<file path="config.mk">
export PLATFORM = sky130hd
export DESIGN_NAME = round_arb
export DESIGN_NICKNAME = d
export VERILOG_FILES = /design/src/rtl/round_arb.sv
export SDC_FILE = /design/constraint.sdc
export NUM_CORES = 1
export LEC_CHECK = 0
export BUFFER_PORTS_ARGS = -buffer_cell sky130_fd_sc_hd__buf_2
export CAP_MARGIN = 20
export CORE_ASPECT_RATIO = 0.9
export CORE_MARGIN = 4
export CORE_UTILIZATION = 30
export DETAILED_ROUTE_END_ITERATION = 6
export GPL_TIMING_DRIVEN = 0
export PLACE_DENSITY = 0.64
export SLEW_MARGIN = 30
export SYNTH_ARGS = -nofsm -noshare
export SYNTH_HDL_FRONTEND = slang
export SYNTH_SLANG_ARGS = --single-unit
</file>
<file path="constraint.sdc">
create_clock -name clk -period 8.1 [get_ports clk]
set_input_delay 2.025 -clock clk [delete_from_list [all_inputs] [get_ports clk]]
set_output_delay 2.025 -clock clk [all_outputs]
set_load 0.01 [all_outputs]
</file>
<file path="src/rtl/round_arb.sv">
// Shared round-half-to-even unit behind a round-robin arbiter.
// One signed fixed-point word is accepted per cycle from the granted requester.
// It is rounded to its integer part, saturating at the positive maximum, and
// returned registered together with the requester id.
module round_arb #(
  parameter int unsigned N  = 4,
  parameter int unsigned DW = 8,
  parameter int unsigned FW = 4,
  parameter int unsigned IW = $clog2(N),
  parameter int unsigned CW = 16
) (
  input  logic            clk,
  input  logic            rst,
  input  logic [N-1:0]    req_valid,
  input  logic [N*DW-1:0] req_data,
  output logic [N-1:0]    req_ready,
  output logic            out_valid,
  output logic [DW-FW-1:0] out_data,
  output logic [IW-1:0]   out_id,
  output logic            out_sat,
  input  logic            out_ready,
  output logic [CW-1:0]   sat_cnt,
  output logic            busy
);

  localparam int unsigned OW = DW - FW;
  localparam logic [OW-1:0] max_pos  = {1'b0, {(OW-1){1'b1}}};
  localparam logic [IW-1:0] last_idx = IW'(N - 1);

  logic [IW-1:0] ptr;
  logic [IW-1:0] cand;
  logic [IW-1:0] gidx;
  logic          found;
  logic [N-1:0]  grant;
  logic          free;
  logic          accept;

  logic [DW-1:0] a;
  logic [OW-1:0] intval;
  logic          half;
  logic          tail;
  logic          roundup;
  logic          sat;
  logic [OW-1:0] sum;
  logic [OW-1:0] rdata;

  // The output slot can take a new result if empty or being drained this cycle.
  assign free      = ~out_valid | out_ready;
  assign req_ready = grant & {N{free}};
  assign accept    = found & free;
  assign busy      = out_valid | (|req_valid);

  // Round-robin search: first valid requester starting at ptr, wrapping mod N.
  always_comb begin
    grant = '0;
    gidx  = '0;
    cand  = '0;
    found = 1'b0;
    for (int unsigned k = 0; k < N; k++) begin
      cand = IW'((32'(ptr) + k) % N);
      if (!found && req_valid[cand]) begin
        found = 1'b1;
        gidx  = cand;
      end
    end
    if (found) grant[gidx] = 1'b1;
  end

  // Select the granted requester's word.
  always_comb begin
    a = '0;
    for (int i = 0; i < N; i++) begin
      if (grant[i]) a = req_data[i*DW +: DW];
    end
  end

  // Round half to even. Only the max positive value can overflow when rounding
  // up, and that case is overridden by saturation, so an OW-bit sum suffices.
  always_comb begin
    intval  = a[DW-1:FW];
    half    = a[FW-1];
    tail    = |a[FW-2:0];
    roundup = half & (tail | intval[0]);
    sat     = roundup & (intval == max_pos);
    sum     = intval + OW'(roundup);
    rdata   = sat ? max_pos : sum;
  end

  // Output register and round-robin pointer; hold everything under backpressure.
  always_ff @(posedge clk or posedge rst) begin
    if (rst) begin
      out_valid <= 1'b0;
      out_data  <= '0;
      out_id    <= '0;
      out_sat   <= 1'b0;
      ptr       <= '0;
    end else if (accept) begin
      out_valid <= 1'b1;
      out_data  <= rdata;
      out_id    <= gidx;
      out_sat   <= sat;
      ptr       <= (gidx == last_idx) ? '0 : gidx + IW'(1);
    end else if (out_ready) begin
      out_valid <= 1'b0;
    end
  end

  // Saturation event counter, sticks at all-ones.
  always_ff @(posedge clk or posedge rst) begin
    if (rst) begin
      sat_cnt <= '0;
    end else if (accept && sat && (sat_cnt != '1)) begin
      sat_cnt <= sat_cnt + CW'(1);
    end
  end

endmodule

</file>
# Word-level counts from Yosys, hierarchy flattened
# Index checks and enable logic that the tools add are counted.
# word_totals
out_inout_bits	29
regBits	26
elab_cells	68
inputBits	39
# op_classes
add_sub_neg	6
n_eq_ne	3
n_reduce_logical	12
bitwise	8
n_mux	27
magnitude_cmp	6
# op_table
op	count
8-bit two-way mux	4
16-bit by 1-bit adder with 16-bit output (second input constant)	1
16-bit != test (second input constant)	1
2-bit by 3-bit less-than comparator with 1-bit output (second input constant)	5
1-bit two-way mux	11
2-bit two-way mux	5
1-bit binary-select mux with 2-bit select	4
4-bit two-way mux	2
1-bit logical AND	6
2-bit by 1-bit adder with 2-bit output (second input constant)	2
2-bit adder (second input constant)	2
4-bit by 1-bit adder with 4-bit output	1
4-bit bitwise AND	1
4-bit by 3-bit == test with 1-bit output (second input constant)	1
4-bit OR reduction	1
1-bit bitwise AND	3
1-bit zero test	3
1-bit OR	3
3-bit OR reduction	1
1-bit demux with 2-bit select	1
2-bit == test (second input constant)	1
2-bit by 1-bit greater-or-equal comparator with 1-bit output (second input constant)	1
2-bit nonzero test	1
1-bit inverter	1

# Depth between registers and ports, before layout
# depth
ltp_word	27
depth_mapped	15
ltp_nobuf	14

# Worst setup path after synthesis
# OpenSTA, ideal clock, no wires.
# synth_timing
kind	input-to-output
start	input req_valid[0]
end	output req_ready[3]
path_slack_ns	2.934
path_buffers	1
required_time_ns	6.075
arrival_ns	3.141
cell_stages	4
path_cell_list	nor4_4 -> nand2b_1 -> clkbuf_1 -> nor2_1
# synth_via
elab_chain_len	18
elab_cells_between_ends	29
classes_between	order compare: 2; mux: 19; bitwise: 1; reduce/logical: 7
# synth_lines
element	line	rtl
start: declaration	14	input logic [N-1:0] req_valid,
1-bit binary-select mux with 2-bit select	61	if (!found && req_valid[cand]) begin
1-bit two-way mux (implied by the code)	61	
1-bit two-way mux	61	
1-bit zero test	61	
1-bit logical AND	61	
1-bit two-way mux	61	
1-bit zero test	61	
1-bit logical AND	61	
[... 2 more ...]	-	
1-bit logical AND	61	
2-bit two-way mux	61	
2-bit by 3-bit less-than comparator with 1-bit output (implied by the code) or 2-bit by 1-bit greater-or-equal comparator with 1-bit output (tied branches)	66	if (found) grant[gidx] = 1'b1;
1-bit logical AND (implied by the code)	66	
1-bit two-way mux (implied by the code)	66	
1-bit demux with 2-bit select	66	
4-bit two-way mux (*)	66	
4-bit bitwise AND (*)	49	assign req_ready = grant & {N{free}};
end: declaration	16	output logic [N-1:0] req_ready,
# Mark *: on every way between the ends. The rest lies on a longest branch, timed or not. The select of a mux whose other input is x is not followed.

# Worst setup path after layout
# Ends and elaborated chain as after synthesis.

==> impl_metrics.tcl <==
set metrics [dict create \
    outcome "finished clean" \
    cts_root_buf "clkbuf_8" \
    yosys.cell_types.count 43 \
    grt_overflow_total 0 \
    first_pass_iters 4 \
    setup_violations 0 \
    period_minus_slack_ps 5780 \
    cts_tree "yes" \
    yosysSeqAreaShare_pct 38.7 \
    worst_ep_required_time_ps 6080 \
    yosysWarnings 0 \
    routed-via-count 1633 \
    min_period_over_period_pct 71.3 \
    grt_max_degree 27 \
    hold_buffers 0 \
    synthTopCellsByArea "dfrtp_1 39%, xnor2_1 7.3%, ha_1 5.2%, nand2_1 4.0%, nor2_1 3.8%" \
    antenna_found_initial 0 \
    synth_edf_count 0 \
    synthCells 183 \
    syn-cell-area_um2 1680 \
    port_buffers 67 \
    clk_latency_ps 270 \
    die_w_um 86.9 \
    wl_met2_um 2130 \
    final.setup.worst_slack_ps 2320 \
    p_per_area_nw_per_um2 224 \
    drc 0 \
    placed_cell_area_um2 2100 \
    via_per_inst 5.09 \
    grt_pass1_vias 1592 \
    path_class "input pin to output pin" \
    highest_layer "met4" \
    finalHoldViolCount 0 \
    yosysTopAreaCell "dfrtp_1" \
    place_ws_ps 2310 \
    arrival_ps 3750 \
    endpoint_kind "output pin" \
    synth_seq_cells 26 \
    htree_num_levels 1 \
    startpoint_type "input pin" \
    clkSinkCount 26 \
    maxSlewHeadroom_pct 55.7 \
    dr_wl_met3_um 228 \
    core_um2 5350 \
    skew_ps 3.59 \
    max_freq_ghz 0.173 \
    area_growth_pct 28.2 \
    syn_area_per_cell_um2 9.18 \
    fin_setup_tns_ps 0 \
    rsz0062_at_grt "false" \
    total_power_mw 0.482 \
    wl_per_cell_um 13.7 \
    yosysTopAreaCellShare_pct 38.7 \
    grt_pass1_wl_um 7380 \
    die-height_um 79.0 \
    nFillCells 560 \
    start_util_pct 31.4 \
    cts_resized 0 \
    cellLeakagePower_nw 1.06 \
    synth_most_common_cell "dfrtp_1" \
    drt-initial-drc-count 98 \
    synth-async-reset-ratio_pct 100 \
    slew_viol_final 0 \
    cts_buffer_depth 2 \
    fin_nets 301 \
    clk_pin_slew_worst_paths_ps 80 \
    holdCritPathClass "flop to flop" \
    cts_setup_buffers 0 \
    synth-main-ff-cell "dfrtp_1" \
    drt.antenna.violating_nets 0 \
    io_pins 68 \
    drt_wl_total_um 4410 \
    synth_common_cells "26 x dfrtp_1, 18 x nand2_1, 17 x nor2_1" \
    worstMarginPinSlew_ps 659 \
    worstPathMaxFanout 10 \
    grt_usage_pct 13.2 \
    gp_congestion 0.812 \
    max-vdd-ir-drop_mv 0.0778 \
    stdcell_area_um2 2150 \
    drive_above_1_share_pct 32.7 \
    synth_nets 229 \
    drt-met1-wl_um 2030 \
    cts_buffers 3 \
    die_area_um2 6860 \
    hpwl_um 3530 \
    diodes 0 \
    rows 25 \
    drv_cap 0 \
]
-- area by class of cell --
class | instances | area [µm²] | share of cell area [%]
clock buffers | 4 | 55.1 | 2.56
repair buffers | 67 | 335 | 15.6
well taps | 67 | 83.8 | 3.89
multi-input cells | 143 | 963 | 44.7
flip-flops and latches | 26 | 651 | 30.2
inverters | 8 | 30.0 | 1.39
plain buffers | 6 | 35.0 | 1.63
-- where the power goes --
group          switching [mW]  internal [mW]
clock                  0.0403         0.0435
combinational           0.134         0.0990
sequential             0.0156          0.150
total                   0.190          0.293
-- path summary, 6_finish.rpt --
check / start / endpoint / slack (ps) / cells past startpoint
setup / recovery: req_valid[0] / req_ready[3] / 2320 / 6
hold / removal: out_id[0]$_DFFE_PP0P_ / out_id[0]$_DFFE_PP0P_ / 480 / 1
setup reg to reg: ptr[0]$_DFFE_PP0P_ / sat_cnt[15]$_DFFE_PP0P_ / 4840 / 12
hold reg to reg: out_id[0]$_DFFE_PP0P_ / out_id[0]$_DFFE_PP0P_ / 480 / 1
max in group asynchronous: rst / out_data[3]$_DFFE_PP0P_ / 5950 / 2
min in group asynchronous: rst / out_valid$_DFFE_PP0P_ / 1790 / 2
-- sequential cells by signal (all words and copies together), names as in the netlist --
signal	count
out_data	4
ptr	2
out_valid	1
out_sat	1
out_id	2
sat_cnt	16
-- per-stage QoR --
stage | std cells | utilization (%) | hold slack (ps)
6_report | 321 | 40.3 | 477
5_1_grt | 321 | 40.3 | 492
3_5_place_dp | 317 | 39.2 | 461
2_1_floorplan | 183 | - | 511
4_1_cts | 321 | 40.3 | 482
3_3_place_gp | 317 | 39.2 | 465
-- critical path: stages --
cell	delay, ps
buf_2	130
nor4_4	630
nand2b_1	350
clkbuf_1	400
nor2_1	70
buf_2	150
-- metal layers --
layer  global-route usage [%]  up-vias
met5                        0        -
li1                         -      800
met3                     2.49        2
met2                     22.5       51
met1                     17.6      780
met4                     2.34        0
-- cell usage in the layout (no fill, tap or decap), drive strengths merged, types with 4 or more instances in the layout --
master and count:
buf 70, and2 7, dfrtp 26, inv 8
nand2 18, o22ai 4, and3 7, nor4 6
nor2 17, nand3 8, ha 7, a21oi 7
clkbuf 7, xnor2 14, nand4 9
-- cell families (layout without fill, tap and decap cells) --
group,count (synthesis),in the layout,share of synthesized area (%)
buffers and inverters,14,85,3.87
AO/OA/AOI/OAI,28,28,11.3
multiplexers,2,2,1.34
adder cells (fa/ha/maj),7,7,5.22
flip-flops,26,26,38.7
XOR/XNOR,15,15,7.82
AND/OR/NAND/NOR,91,91,31.7
Power figures use the tool's default switching activity.
